==> config.mk <==
export PLATFORM = sky130hd
export DESIGN_NAME = dmem_arbiter
export DESIGN_NICKNAME = d
export VERILOG_FILES = /design/src/rtl/dmem_arb_pkg.sv /design/src/rtl/starve_ctr.sv /design/src/rtl/dmem_arbiter.sv
export SDC_FILE = /design/constraint.sdc
export NUM_CORES = 1
export LEC_CHECK = 0
export ABC_AREA = 1
export CAP_MARGIN = 20
export CORE_MARGIN = 2
export CORE_UTILIZATION = 33
export CTS_CLUSTER_SIZE = 25
export DETAILED_ROUTE_END_ITERATION = 6
export GPL_TIMING_DRIVEN = 0
export HOLD_SLACK_MARGIN = 0.05
export PLACE_DENSITY = 0.83
export SYNTH_ARGS = -nofsm -noshare
export SYNTH_HDL_FRONTEND = slang
export SYNTH_HIERARCHICAL = 1
export SYNTH_SLANG_ARGS = --single-unit
export TNS_END_PERCENT = 20
==> constraint.sdc <==
create_clock -name clk -period 2 [get_ports clk]
set_input_delay 0.4 -clock clk [delete_from_list [all_inputs] [get_ports clk]]
set_output_delay 0.4 -clock clk [all_outputs]
set_load 0.005 [all_outputs]
==> src/rtl/dmem_arb_pkg.sv <==
// Shared types for the data-memory arbiter slice.
//   arb_state_t : arbitration mode (open round-robin or host burst lock)
//   port_t      : requester identity, used for round-robin bookkeeping
//   WAIT_W      : width of the core starvation counter
package dmem_arb_pkg;

   typedef enum logic {ARB, HLOCK} arb_state_t;
   typedef enum logic {PORT_C, PORT_H} port_t;

   localparam int unsigned WAIT_W = 4;

endpackage

==> src/rtl/starve_ctr.sv <==
// Core starvation counter.
// Counts consecutive cycles in which the core requests but is not granted,
// saturating at all-ones, and asserts force_c once the count reaches MAX_WAIT.
// Ports:
//   clk, reset : clock and asynchronous active-low reset
//   c_req      : core request
//   c_gnt      : core granted this cycle
//   force_c    : core must win this cycle
module starve_ctr
   import dmem_arb_pkg::*;
#(
   parameter int unsigned MAX_WAIT = 4
) (
   input  logic clk,
   input  logic reset,
   input  logic c_req,
   input  logic c_gnt,
   output logic force_c
);

   logic [WAIT_W-1:0] wait_cnt;

   always_ff @(posedge clk or negedge reset) begin
      if (!reset) begin
         wait_cnt <= '0;
      end else if (c_gnt || !c_req) begin
         wait_cnt <= '0;
      end else if (wait_cnt != '1) begin
         wait_cnt <= wait_cnt + 1'b1;
      end
   end

   assign force_c = c_req && (wait_cnt == WAIT_W'(MAX_WAIT));

endmodule

==> src/rtl/dmem_arbiter.sv <==
// Arbiter sharing the single-port data memory between the core (C) and the
// host loader/readback port (H).
// Ports:
//   clk, reset                     : clock, asynchronous active-low reset
//   c_req/c_we/c_addr/c_wdata      : core request
//   c_gnt/c_stall/c_rvalid         : core grant, stall, read-data valid
//   h_req/h_we/h_addr/h_wdata      : host request
//   h_lock                         : host burst ownership request
//   h_gnt/h_rvalid                 : host grant, read-data valid
//   rdata                          : registered read data
//   mem_wr_en/mem_addr/mem_din     : to data memory
//   mem_dout                       : from data memory (combinational read)
module dmem_arbiter
   import dmem_arb_pkg::*;
#(
   parameter int unsigned AW       = 8,
   parameter int unsigned DW       = 8,
   parameter int unsigned MAX_WAIT = 4
) (
   input  logic          clk,
   input  logic          reset,
   input  logic          c_req,
   input  logic          c_we,
   input  logic [AW-1:0] c_addr,
   input  logic [DW-1:0] c_wdata,
   output logic          c_gnt,
   output logic          c_stall,
   output logic          c_rvalid,
   input  logic          h_req,
   input  logic          h_we,
   input  logic [AW-1:0] h_addr,
   input  logic [DW-1:0] h_wdata,
   input  logic          h_lock,
   output logic          h_gnt,
   output logic          h_rvalid,
   output logic [DW-1:0] rdata,
   output logic          mem_wr_en,
   output logic [AW-1:0] mem_addr,
   output logic [DW-1:0] mem_din,
   input  logic [DW-1:0] mem_dout
);

   arb_state_t state;
   port_t      last_winner;
   logic       force_c;

   starve_ctr #(.MAX_WAIT(MAX_WAIT)) u_starve (
      .clk     (clk),
      .reset   (reset),
      .c_req   (c_req),
      .c_gnt   (c_gnt),
      .force_c (force_c)
   );

   // Grants are gated by reset so nothing reaches memory while it is held.
   always_comb begin
      c_gnt = 1'b0;
      h_gnt = 1'b0;
      if (reset) begin
         if (force_c) begin
            c_gnt = 1'b1;
         end else begin
            unique case (state)
               ARB: begin
                  if (c_req && h_req) begin
                     c_gnt = (last_winner == PORT_H);
                     h_gnt = (last_winner == PORT_C);
                  end else begin
                     c_gnt = c_req;
                     h_gnt = h_req;
                  end
               end
               HLOCK: begin
                  h_gnt = h_req;
                  c_gnt = c_req && !h_req;
               end
            endcase
         end
      end
   end

   assign c_stall = c_req && !c_gnt;

   always_comb begin
      mem_wr_en = 1'b0;
      mem_addr  = '0;
      mem_din   = '0;
      if (c_gnt) begin
         mem_wr_en = c_we;
         mem_addr  = c_addr;
         mem_din   = c_wdata;
      end else if (h_gnt) begin
         mem_wr_en = h_we;
         mem_addr  = h_addr;
         mem_din   = h_wdata;
      end
   end

   always_ff @(posedge clk or negedge reset) begin
      if (!reset) begin
         state       <= ARB;
         last_winner <= PORT_H;
      end else begin
         if (c_gnt) begin
            last_winner <= PORT_C;
         end else if (h_gnt) begin
            last_winner <= PORT_H;
         end
         unique case (state)
            ARB:   if (h_gnt && h_lock) state <= HLOCK;
            HLOCK: if (!h_lock)         state <= ARB;
         endcase
      end
   end

   // Read return: data captured on a granted read, valid for the next cycle only.
   always_ff @(posedge clk or negedge reset) begin
      if (!reset) begin
         rdata    <= '0;
         c_rvalid <= 1'b0;
         h_rvalid <= 1'b0;
      end else begin
         c_rvalid <= c_gnt && !c_we;
         h_rvalid <= h_gnt && !h_we;
         if ((c_gnt && !c_we) || (h_gnt && !h_we)) begin
            rdata <= mem_dout;
         end
      end
   end

endmodule

* After elaboration in Yosys (flattened, before gate mapping)
Cells that the tools add are included.
** Word-level totals
- Flip-flop bits (word level) :: 16
- Input bits :: 47
- Output and inout bits :: 30
** Cells by class
- Add/subtract/negate cells :: 1
- Equality and inequality tests :: 2
- Muxes and demuxes :: 21
- Bitwise gates (word level) :: 2
- Reduce and logical (&&, ||, !) cells :: 16
** Operators by type and width (count)
- $mux W8 :: 4
- $mux W1 :: 12
- $mux W4 :: 2
- $logic_and A1 B1 Y1 :: 7
- $pmux W1 S2 :: 3
- $logic_not A1 Y1 :: 5
- $add A4 B1 Y4 const B :: 1
- $eq A4 B3 Y1 const B :: 1
- $ne A4 B4 Y1 const B :: 1
- $reduce_bool A2 Y1 :: 2
- $logic_or A1 B1 Y1 :: 2
- $not A1 Y1 :: 2

* Depth between registers and ports, before layout
- Depth after elaboration :: 8
- Depth in mapped cells :: 10
- Depth with buffers taken out :: 10

* Modules after synthesis
The synthesis kept the hierarchy.
** By module, submodules not included
- dmem_arbiter :: times used 1, cells an instance 112, area each 740.7 sq um
- starve_ctr :: times used 1, cells an instance 30, area each 257.7 sq um

* Worst setup path before layout
No wires, ideal clock.
- Path type :: reg2out
- Start point :: reg u_starve.wait_cnt[0]
- End point :: out mem_addr[0]
- Arrival :: 1522 ps
- Required time :: 1600 ps
- Slack :: 78 ps
- Cell stages (with the launch flop) :: 10
- Buffers on the path :: 1
- Cell sequence :: dfrtp_1 -> inv_1 -> ha_1 -> nand2_1 -> nor2_1 -> inv_1 -> a31oi_1 -> buf_2 -> nand2_1 -> nand2_1
** On the way
- Elaborated cells on any way between the ends :: 8
- Those cells by class :: 1 x eq/ne; 6 x mux; 1 x reduce/logical
** RTL lines
- start, declared :: line starve_ctr.sv:21 : logic [WAIT_W-1:0] wait_cnt;
- start signal, assigned :: line starve_ctr.sv:29 : wait_cnt <= wait_cnt + 1'b1;
- $eq A4 B3 Y1 :: line starve_ctr.sv:33 : assign force_c = c_req && (wait_cnt == WAIT_W'(MAX_WAIT));
- $logic_and A1 B1 Y1 :: line starve_ctr.sv:33
- named net force_c :: line dmem_arbiter.sv:45 : logic force_c;
- $mux W1 :: line dmem_arbiter.sv:60 : if (force_c) begin
- $mux W1 :: line dmem_arbiter.sv:59 : if (reset) begin
- named net c_gnt :: line dmem_arbiter.sv:26 : output logic c_gnt,
- $mux W8 :: line dmem_arbiter.sv:88 : if (c_gnt) begin
- end, declared :: line dmem_arbiter.sv:38 : output logic [AW-1:0] mem_addr,
The timed path passes the listed nets, and every way through them passes these cells.

* Worst setup path in the final report
- Start point :: reg u_starve.wait_cnt[1]
- End point :: out mem_din[0]
** On the way
- Word-level cells in the longest chain between the ends :: 6
- Elaborated cells on any way between the ends :: 8
- Those cells by class :: 1 x eq/ne; 6 x mux; 1 x reduce/logical
** Ends and longest elaborated chain
- $eq A4 B3 Y1 (*) :: line starve_ctr.sv:33
- $logic_and A1 B1 Y1 (*) :: line starve_ctr.sv:33
- named net force_c :: line dmem_arbiter.sv:45
- $mux W1 :: line dmem_arbiter.sv:60
- $mux W1 :: line dmem_arbiter.sv:59
- $mux W8 :: line dmem_arbiter.sv:92 : end else if (h_gnt) begin
- $mux W8 (*) :: line dmem_arbiter.sv:88
- end, declared :: line dmem_arbiter.sv:39 : output logic [DW-1:0] mem_din,
The timed path passes the listed nets; every way through them passes the cells marked *.

==> summary.md <==
The run finished, with violations left. The final reports fail on negative setup slack. For the count of filler cells inserted in the layout, the log shows 191.

Setup repair after global routing could not meet its margin everywhere. The flip-flop cell with the highest count after synthesis was dfrtp_1. The worst flop-to-flop path startpoint is u_starve/wait_cnt[1]. The run gives 0 as the initial antenna violation count. The critical path is of the register to output port type.

The largest net degree at the start of global routing was 19. The run gives 0 as the final number of max-transition violations. The average instance in the mapped netlist occupies 7.031 um2. In this run the static leakage power is 1.109 nW.

Sorting the synthesized cells by area gives the leading types as dfrtp_1, nand2_1, nand3_1. For this run, the slowest stage of the critical path takes 0.41 ns. At the worst endpoint, the required time is 1.60 ns. The overall power after layout is 1.163 mW, and the synthesis warning total is 6.

The synthesized netlist devotes 0% of its cell area to XOR and XNOR gates. The source-to-sink clock delay at the later pin of the worst-skew pair is 0.29 ns. After floorplanning, the core was sized to cover 0.002805 mm2. The number of global-route vias before repair was 1,219.

The number of antenna diodes in the final layout is 0. Counting tap cells, the placed design contains a total of 249 instances. For the number of nets with antenna violations after detailed routing, the log shows 0. The area growth from synthesis to layout is 109.9%. Once layout is complete, the cells apart from fillers number 286. Across the VDD grid, the largest voltage drop is 413.4 uV. The die covers 0.003482 mm2. Sum of routed wire length over all layers: 3.675 mm.

The min-delay analysis places its worst path in the category primary input to async pin. The floorplan step set the die width to 59.01 um. Of the total synthesized cell area, the portion taken by full adders, half adders and majority gates is 2.506%.

The H-tree level count is 1. Of the post-synthesis cell area, the dominant cell type holds 37.59%. TritonCTS built the clock tree. For the final worst slack, the log shows -0.3650 ns.

Using the TritonRoute via totals, the vias-per-cell ratio works out to 4.724. The final critical path takes up 118.3% of the cycle. The floorplan has 19 rows.

TritonCTS created 3 clock buffers. After routing the design area is 0.002096 mm2. The final route contains 1,351 vias. The number of sinks driven by the clock tree is 16. Starting density of the core: 35.59%. The total routing resource utilization after global routing is 20.98%. The tools report the endpoint kind of the worst setup timing path as an output port. The max-capacitance violation count was 0; the critical path data arrival time was 1.97 ns. The synthesized netlist contains 21 unique library cells. The cell type contributing the most total cell area after synthesis was dfrtp_1. The time the final worst path needs with I/O delays and setup was 2.365 ns. In this run the clock root is driven by a clkbuf_4. Along the worst path, the maximum fanout reaches 4.

The count of endpoints failing hold in the final timing report is 0, and the fraction of the mapped netlist area in compound gates is 5.138%. Number of top-level design ports: 77. The first TritonRoute pass finished after 4 iterations. The setup clock skew after layout is 0.0007750 ns, and the share of synthesized flip-flops with an asynchronous set or reset is 100.0%.

After detailed routing, no signal wire sits above met4. Timing would allow up to 422.8 MHz. In the final routing, the length of wire on met1 measures 1.486 mm. The mux contribution to synthesized area works out to 0%.

The tools report the reg2reg setup slack as 0.09 ns. At the end of routability-driven placement, the weighted congestion stood at 0.7390. Ranked by instance count, the synthesized netlist is headed by nand2_1, dfrtp_1, nand3_1. The critical path contains buffers and inverters numbering 6 combined.

Traced cell by cell, the critical path runs through inv_2 > ha_4 > nand2_2 > nor2_4 > inv_2 > a31oi_4 > buf_6 > buf_6 > buf_6 > nand2_1 > nand2_1 > buf_2. After synthesis the netlist holds a flip-flop and latch count of 16. The detailed router finished its first iteration with 62 violations. The tools report the share of the core filled with cells in the final layout as 74.71%. For the worst max-slew margin expressed relative to the limit, the log shows 56.87%. The startpoint type of the worst setup path is a register. The tools report the area after detailed placement as 0.001798 mm2. In the final routed layout, each cell accounts on average for 12.85 um. After synthesis the cells add up to 998.5 um2. For the pin with the worst max-slew slack, the measured transition is 0.6448 ns. The tools report the count of final setup violators as 20. The largest individual stage delay along the critical path comes from the cell dfrtp_1.

Buffers placed on the I/O ports in this run total 76. The post-detailed-route DRC marker count is 0. By instance count, the cell type seen most on the critical path is buf_6. Power spread over the standard cell area amounts to 554.9 mW/mm2.

The die outline height came out at 59.01 um. Yosys instantiated no cell more often than nand2_1. In the detailed route, the total length drawn on met3 is 262 um.

The number of nets handed over by synthesis was 191. Once detailed placement completed, the half-perimeter wirelength came to 2.297 mm. In the final timing run, aggregate negative setup slack is -5.591 ns. The number of buffers on the longest clock path is 2, and the total overflow reported by the global router is 0.

In the synthesized netlist, the number of instances is 142. The beginning of the critical path is u_starve/wait_cnt[1]. Of the synthesized area, sequential elements account for 40.23%.

The family with the most delay on the worst path was buffers and inverters. In this run, synthesis inferred 0 flip-flops with an integrated enable. After synthesis, the largest family of logic cells by area is simple AND/OR/NAND/NOR gates. In the final layout, the share of cells above drive strength 1 is 34.90%. After Yosys synthesis, and, or, nand and nor cells account for 43.98% of the synthesized area. After clock tree synthesis, the clock-pin slew on the worst setup and hold paths is 0.09 ns. The global-route wire length before repair was 5.575 mm; the detailed-routed wire length on met2 was 1.862 mm. The net count of the finished layout came out at 305.
metrics by stage:
| stage | hold WS (ns) | worst slack [ns] |
|---|---|---|
| after global placement | 0.4818 | -1.161 |
| after detailed placement | 0.4867 | -1.197 |
| after floorplan | 0.1044 | 0.07830 |
| after global routing | 0.08228 | -0.4494 |
| after CTS | 0.01968 | -0.3233 |
| final | 0.08636 | -0.3650 |
placed cells by master, fill, tap and decap left out, types with 3 or more instances in the layout:
master,count
buf_2,17
buf_4,22
buf_6,15
clkbuf_4,3
clkdlybuf4s50_1,54
dfrtp_1,15
inv_1,9
inv_2,7
nand2_1,64
nand2_2,9
nand3_1,14
nand3_2,3
logic make-up (layout without fill, tap and decap cells):
kind of cell,Yosys count,after routing
DFF,16,16
and+or+nand+nor,97,97
buffers and inverters,19,132
AOI/OAI and AO/OA,8,8
adders and majority gates,2,2
routing by layer:
layer / vias to the layer above / global-route usage, %
li1: 669 / -
met1: 614 / 27.26
met2: 61 / 34.44
met3: 7 / 3.930
met4: 0 / 8.442
met5: - / 0
worst paths after layout:
kind	cells past startpoint	end
worst max register to register	13	u_starve/wait_cnt[0]
worst max-delay path	12	mem_din[0]
min in group clk	2	last_winner
max in group asynchronous	2	c_rvalid
worst min register to register	2	last_winner
worst min-delay path	1	last_winner
area by class of cell:
class,count,area [um2],area share [%]
well taps,31,38.79,1.851
repair buffers,109,954.7,45.55
flip-flops and latches,16,401.6,19.16
plain buffers,3,33.78,1.612
clock buffers,4,36.28,1.731
multi-input cells,107,570.5,27.22
inverters,16,60.06,2.866
power by group:
group / internal [mW] / switching [mW] / leakage, nW
Combinational: 0.330 / 0.208 / 0.884
Clock: 0.111 / 0.102 / 0.0210
Sequential: 0.381 / 0.0312 / 0.204
Total: 0.822 / 0.341 / 1.11
sequential cells by signal (all words and copies together), names as in the netlist:
signal and count:
state 1, rdata 8, h_rvalid 1, c_rvalid 1, last_winner 1, u_starve/wait_cnt 4
timing repair:
item | 4_1_cts | 5_1_grt
pin swaps | 6 | 3
buffers inserted | 26 | 3
endpoints found under the hold margin | 15 | 15
cloned | 3 | 0
gates resized for setup | 115 | 6
setup endpoints to repair | 32 | 20
No activity file was read; power rests on OpenSTA's default activity.
